[src/rtl/fetch_stage.sv]
// Instruction fetch stage: drives an 8-bit fetch PC to a combinational instruction
// memory and buffers fetched words in a 2-entry FIFO toward decode.
// A redirect flushes the FIFO and restarts fetch at the supplied address.
// Optional build macro FETCH_PERF_CNT_EN adds a saturating 16-bit backpressure
// counter (stall_cnt port); without it the port and logic are absent.
module fetch_stage (
  input  logic        clk,
  input  logic        rst,
  output logic [7:0]  imem_addr,
  input  logic [31:0] imem_data,
  input  logic        redirect_valid,
  input  logic [7:0]  redirect_pc,
  output logic        out_valid,
  input  logic        out_ready,
  output logic [31:0] out_inst,
  output logic [7:0]  out_pc
`ifdef FETCH_PERF_CNT_EN
  ,
  output logic [15:0] stall_cnt
`endif
);

  // Architectural state
  logic [7:0]  r_fetch_pc;
  logic [7:0]  r_ent_pc   [2];
  logic [31:0] r_ent_inst [2];
  logic        r_head;
  logic [1:0]  r_count;

  // Handshake and FIFO control
  logic        w_fire;
  logic        w_push;
  logic        w_pop;
  logic        w_tail;
  logic [1:0]  w_count_nxt;
  logic        w_head_nxt;
  logic [7:0]  w_fetch_pc_nxt;

  // Decode the handshake and derive push/pop; redirect suppresses both.
  always_comb begin
    w_fire = out_valid & out_ready;
    w_push = ~redirect_valid & ((r_count != 2'd2) | w_fire);
    w_pop  = w_fire & ~redirect_valid;
    // Tail slot: with two entries and a pop, the freed head slot is the tail.
    w_tail = r_head ^ r_count[0];
  end

  // Next-state for occupancy, head pointer and fetch PC.
  always_comb begin
    w_count_nxt    = r_count;
    w_head_nxt     = r_head;
    w_fetch_pc_nxt = r_fetch_pc;
    if (redirect_valid) begin
      w_count_nxt    = 2'd0;
      w_head_nxt     = 1'b0;
      w_fetch_pc_nxt = redirect_pc;
    end else begin
      if (w_pop) begin
        w_head_nxt = ~r_head;
      end
      if (w_push) begin
        w_fetch_pc_nxt = r_fetch_pc + 8'd1;
      end
      unique case ({w_push, w_pop})
        2'b10:   w_count_nxt = r_count + 2'd1;
        2'b01:   w_count_nxt = r_count - 2'd1;
        default: w_count_nxt = r_count;
      endcase
    end
  end

  // State register with asynchronous active-high reset.
  always_ff @(posedge clk or posedge rst) begin
    if (rst) begin
      r_fetch_pc <= 8'h00;
      r_head     <= 1'b0;
      r_count    <= 2'd0;
      for (int i = 0; i < 2; i++) begin
        r_ent_pc[i]   <= 8'h00;
        r_ent_inst[i] <= 32'h0;
      end
    end else begin
      r_fetch_pc <= w_fetch_pc_nxt;
      r_head     <= w_head_nxt;
      r_count    <= w_count_nxt;
      if (w_push) begin
        r_ent_pc[w_tail]   <= r_fetch_pc;
        r_ent_inst[w_tail] <= imem_data;
      end
    end
  end

  // Outputs depend only on registered state; empty FIFO shows zeros.
  always_comb begin
    imem_addr = r_fetch_pc;
    out_valid = (r_count != 2'd0);
    out_pc    = 8'h00;
    out_inst  = 32'h0;
    if (out_valid) begin
      out_pc   = r_ent_pc[r_head];
      out_inst = r_ent_inst[r_head];
    end
  end

`ifdef FETCH_PERF_CNT_EN
  logic [15:0] r_stall_cnt;

  // Count cycles where decode holds off a valid head; saturates, ignores redirect.
  always_ff @(posedge clk or posedge rst) begin
    if (rst) begin
      r_stall_cnt <= 16'h0000;
    end else if (out_valid && !out_ready && (r_stall_cnt != 16'hFFFF)) begin
      r_stall_cnt <= r_stall_cnt + 16'd1;
    end
  end

  assign stall_cnt = r_stall_cnt;
`else
  // Performance counter not built.
`endif

endmodule

[config.mk]
export PLATFORM = sky130hd
export DESIGN_NAME = fetch_stage
export DESIGN_NICKNAME = d
export VERILOG_FILES = /design/src/rtl/fetch_stage.sv
export SDC_FILE = /design/constraint.sdc
export NUM_CORES = 1
export LEC_CHECK = 0
export ABC_AREA = 1
export BUFFER_PORTS_ARGS = -buffer_cell sky130_fd_sc_hd__buf_2
export CORE_UTILIZATION = 30
export CTS_CLUSTER_SIZE = 10
export DETAILED_ROUTE_END_ITERATION = 10
export REMOVE_ABC_BUFFERS = 1
export SLEW_MARGIN = 20
export SYNTH_ARGS = -nofsm -noshare
export SYNTH_HDL_FRONTEND = slang
export SYNTH_SLANG_ARGS = --single-unit
[constraint.sdc]
create_clock -name clk -period 3.2 [get_ports clk]
set_clock_uncertainty 0.1 [all_clocks]
set_input_delay 0.64 -clock clk [delete_from_list [all_inputs] [get_ports clk]]
set_output_delay 0.64 -clock clk [all_outputs]
set_load 0.05 [all_outputs]
After elaboration in Yosys (flattened, before gate mapping) --
Cells that the tools add are included.
Storage, ports and cells: register bits 91, input port bits 44, output and inout port bits 49
Cells by class: add/subtract/negate cells 3, magnitude comparators 3, equal/unequal tests 3, mux-type cells 20, bitwise operators 9, reductions and logical operators 5
Operators with widths (count):
- 32-bit two-way mux | 5
- 64-bit bitwise mux | 1
- 8-bit two-way mux | 7
- 32-bit demux with 1-bit select | 1
- 16-bit bitwise mux | 1
- 8-bit by 1-bit adder with 8-bit output (second input constant) | 1
- 8-bit demux with 1-bit select | 1
- 2-bit nonzero test | 3
- 2-bit greater-or-equal comparator (second input constant) | 2
- 1-bit inverter with 2-bit output | 2
- 2-bit one-hot mux with 2 select lines | 1
- 1-bit bitwise AND | 3
- 3-bit nonzero test | 1
- 2-bit by 1-bit adder with 2-bit output (second input constant) | 1
- 2-bit by 1-bit equality test with 1-bit output (second input constant) | 1
- 2-bit equality test (second input constant) | 1
- 2-bit by 1-bit < comparator with 1-bit output (second input constant) | 1
- 1-bit two-way mux | 2
- 2-bit two-way mux | 1
- 2-bit != test (second input constant) | 1
- 1-bit inverter | 2
- 2-bit by 1-bit subtractor with 2-bit output (second input constant) | 1
- 1-bit logical AND | 1
- 1-bit bitwise OR | 1
- 1-bit XOR | 1

Depth between registers and ports, before layout --
word-level depth 7, gate-level depth with buffers 9

Least setup slack after synthesis --
No wires, ideal clock.
path type register -> output, start register r_count[0], end output out_inst[0], data arrival time 1.993 ns, data required time 2.460 ns, path slack 0.467 ns, stages on the path, launching flop included 6, path buffers 1, cells stage by stage dfrtp_1 > inv_1 > nand2_1 > inv_1 > clkbuf_1 > a21oi_1
On the way: cells in the longest elaborated chain, start to end 2
RTL lines:
- from (decl) | line 28 | logic [1:0] r_count;
- from (signal assigned) | line 85 | r_count <= w_count_nxt;
- 2-bit nonzero test | line 96 | out_valid = (r_count != 2'd0);
- net out_valid | line 13 | output logic out_valid,
- 32-bit two-way mux | line 99 | if (out_valid) begin
- to (decl) | line 15 | output logic [31:0] out_inst,
The timed path passes the listed nets, and every way through them passes these cells.

Worst setup path in the final report --
start register r_head, end output out_inst[23]
On the way: cells in the longest elaborated chain, start to end 5
RTL lines:
- from (decl) | line 27 | logic r_head;
- from (signal assigned) | line 84 | r_head <= w_head_nxt;
- 1-bit inverter with 2-bit output (not written as such) | line 101 | out_inst = r_ent_inst[r_head];
- 32-bit two-way mux (not written as such) (3 in a row) | line 101
- 32-bit two-way mux | line 99
Every way passes these cells. The select of a mux whose other input is x is not followed.

==> flow_summary.yaml <==
routing:
  wl_mm: 10.6
  wl_per_cell_um: 13.3
  drtIter0Drc: 194
  drc_errors: 0
  drtPass1Iterations: 4
  num_vias: 3641
  vias_per_cell: 4.58
  detail-route-antenna-nets: 0
clocking:
  cts.sinks: 91
  cts_root_buffer: "clkbuf_16"
  postCtsSetupBuffers: 0
  post_cts_resized: 0
  cts_htree_levels: 3
  clkLatencyLatePin_ns: 0.34
  path_clk_slew_ns: 0.06
  cts_buffers: 9
  clockBufferDepth: 2
  cts_tree: "built"
  cts_hold_buf: 0
hold_path:
  hp-class: "in -> async"
timing:
  fmax_mhz: 373
  worst_slew_pin_slew_ns: 0.546
  slew_headroom_pct: 63.6
  fin_crit_sh_pct: 83.7
  setup_viol: 0
  fin_crit_ns: 2.68
  setup_tns_ns: 0
  hold_violations: 0
  grt_setup_unrepaired: "false"
  slew_violations: 0
logic_synthesis:
  synth-compound-area-share_pct: 19.2
  synth_top_area_share_pct: 51.0
  synth_top_area_cell: "dfrtp_1"
  synth.distinct_cells: 27
  synthAdderAreaFrac_pct: 0.280
  netlist_instances: 523
  synthXorXnorAreaFrac_pct: 0.757
  synthArstFlopShare_pct: 100
  syn_area_per_cell_um2: 8.53
  synth_enable_flop_cells: 0
  synth-seq-cells: 91
  synthTopCellsByArea: "dfrtp_1 51%, nand2_1 16%, o21ai_2 10%"
  ys_top_cells_by_count: "193 x nand2_1, 91 x dfrtp_1, 53 x o21ai_2"
  yosysWarningCount: 0
  yosysMostFrequentCell: "nand2_1"
  synthesis.area_um2: 4460
  muxShareOfSynthArea_pct: 0
  postSynth.topFlopCell: "dfrtp_1"
  synth-simple-area-share_pct: 19.0
  ys_seq_area_share_pct: 51.0
  synth_top_family_by_area: "compound AO/OA/AOI/OAI gates"
critical_path:
  crit_path_max_fanout: 25
  crit_buf_inv: 2
  cpPeakStageDelay_ns: 0.61
  crit_path_end_kind: "primary output"
  required_ns: 2.46
  crit_slowest_cell: "dfrtp_2"
  crit_type: "reg -> out"
  crit_arrival_ns: 1.94
  cp_top_family: "buffers and inverters"
  cp-start-kind: "flop"
  crit_chain: "buf_4, nand2_1, a21oi_1, buf_2"
pwr:
  p_seq_share_pct: 41.7
  p_sw_mw: 1.53
  cell_internal_pwr_mw: 2.41
  power_density_nw_per_um2: 742
  power_frac_comb_pct: 32.8
  vdd.ir_drop.worst_mv: 0.239
  swShare_pct: 38.8
  pwr-share-clk_pct: 25.5
  p_leak_nw: 2.71
floorplanning:
  dieWidth_um: 124
  dieArea_um2: 15400
  die_h_um: 124
  rows: 44
  ios: 93
  start_util_pct: 30.7
  core_region_area_um2: 14500
placed_design:
  placed_cell_area_um2: 5030
  dp_hpwl_mm: 7.21
  gp_routability_congestion: 0.803
  io_buffers: 92
final_layout:
  drive_gt1_share_pct: 29.6
  antenna_cells: 0
  syn_to_final_growth_pct: 19.1
  fillers: 1540
  multiInputGateArea_um2: 1750
  final_nets: 651
  stdcell_area_um2: 5320
  seq_area_um2: 2280
global_route:
  grt_max_degree: 45
  grt_antenna_before_repair: 0
  grt_usage_pct: 14.4
  grt_pass1_vias: 3462
  grt.overflow.total: 0
  grt_pass1_wl_mm: 16.8
run:
  cap_violations: 0
run_status:
  outcome: "complete, no violations"
==> sequential cells by signal, indices dropped and copies added (netlist names) <==
signal / cells
r_head: 1
r_ent_inst: 64
imem_addr: 8
r_ent_pc: 16
r_count: 2
==> per-stage QoR <==
| stage | setup slack (ns) | power (mW) | hold slack [ns] | utilization (%) | std cells |
|---|---|---|---|---|---|
| detailed placement | 0.883 | 2.97 | 0.367 | 34.6 | 779 |
| global route | 0.424 | 4.19 | 0.291 | 36.6 | 795 |
| floorplan | 0.0964 | 2.62 | 0.355 | - | 493 |
| finish | 0.520 | 3.94 | 0.247 | 36.6 | 795 |
| global placement | 0.911 | 2.94 | 0.364 | 34.6 | 779 |
| CTS | 0.495 | 4.00 | 0.253 | 36.6 | 795 |
==> logic make-up (layout without fill, tap and decap cells) <==
| group | Yosys count | in the layout |
|---|---|---|
| AO/OA/AOI/OAI | 130 | 130 |
| flip-flops | 91 | 91 |
| buffers and inverters | 82 | 170 |
| XOR/XNOR | 3 | 3 |
| adder cells (fa/ha/maj) | 1 | 1 |
| AND/OR/NAND/NOR | 216 | 216 |
==> placed cells by master (no fill, tap or decap), drive strengths merged <==
master	synthesis	routed
nand3	11	11
xnor2	2	2
clkbuf	9	12
nor2	8	8
ha	1	1
a21oi	41	41
nand4	1	1
o21ai	85	85
buf	21	102
nand2	196	196
clkinvlp	0	2
a31oi	1	1
clkinv	1	3
dfrtp	91	91
xor2	1	1
a211oi	1	1
o211ai	2	2
inv	51	51
==> power groups by stage <==
stage | registers (mW) | logic [mW] | clock network (mW)
global placement | 1.65 | 1.29 | 0
global route | 1.68 | 1.43 | 1.08
CTS | 1.64 | 1.32 | 1.04
finish | 1.64 | 1.29 | 1.01
floorplan | 1.67 | 0.953 | 0
detailed placement | 1.66 | 1.31 | 0
==> routing by layer <==
metal | part of all wire (%) | global-route usage (%)
met5 | 0 | 0
met2 | 47 | 23.3
met4 | 1.5 | 5.58
met3 | 4.4 | 3.07
met1 | 47 | 18.7
==> final cells by class <==
| cell class | count | area share (%) |
|---|---|---|
| timing repair buffer | 102 | 10.8 |
| tap | 184 | 4.33 |
| inverter | 52 | 3.79 |
| sequential | 91 | 42.9 |
| multi-input combinational | 350 | 32.9 |
| clock buffer | 12 | 4.82 |
| clock inverter | 4 | 0.471 |
==> final timing paths <==
path	from	endpoint	slack, ns	depth (start not counted)
max	r_head$_DFFE_PP0P_	out_inst[23]	0.52	4
min	rst	r_ent_inst[47]$_DFFE_PP0P_	0.25	2
max reg2reg	r_head$_DFFE_PP0P_	r_ent_inst[29]$_DFFE_PP0P_	1.27	6
min reg2reg	r_ent_inst[24]$_DFFE_PP0P_	r_ent_inst[24]$_DFFE_PP0P_	0.38	2
max in group asynchronous	rst	r_ent_inst[39]$_DFFE_PP0P_	2.14	3
min in group clk	r_ent_inst[24]$_DFFE_PP0P_	r_ent_inst[24]$_DFFE_PP0P_	0.38	2
Power figures use the tool's default switching activity.
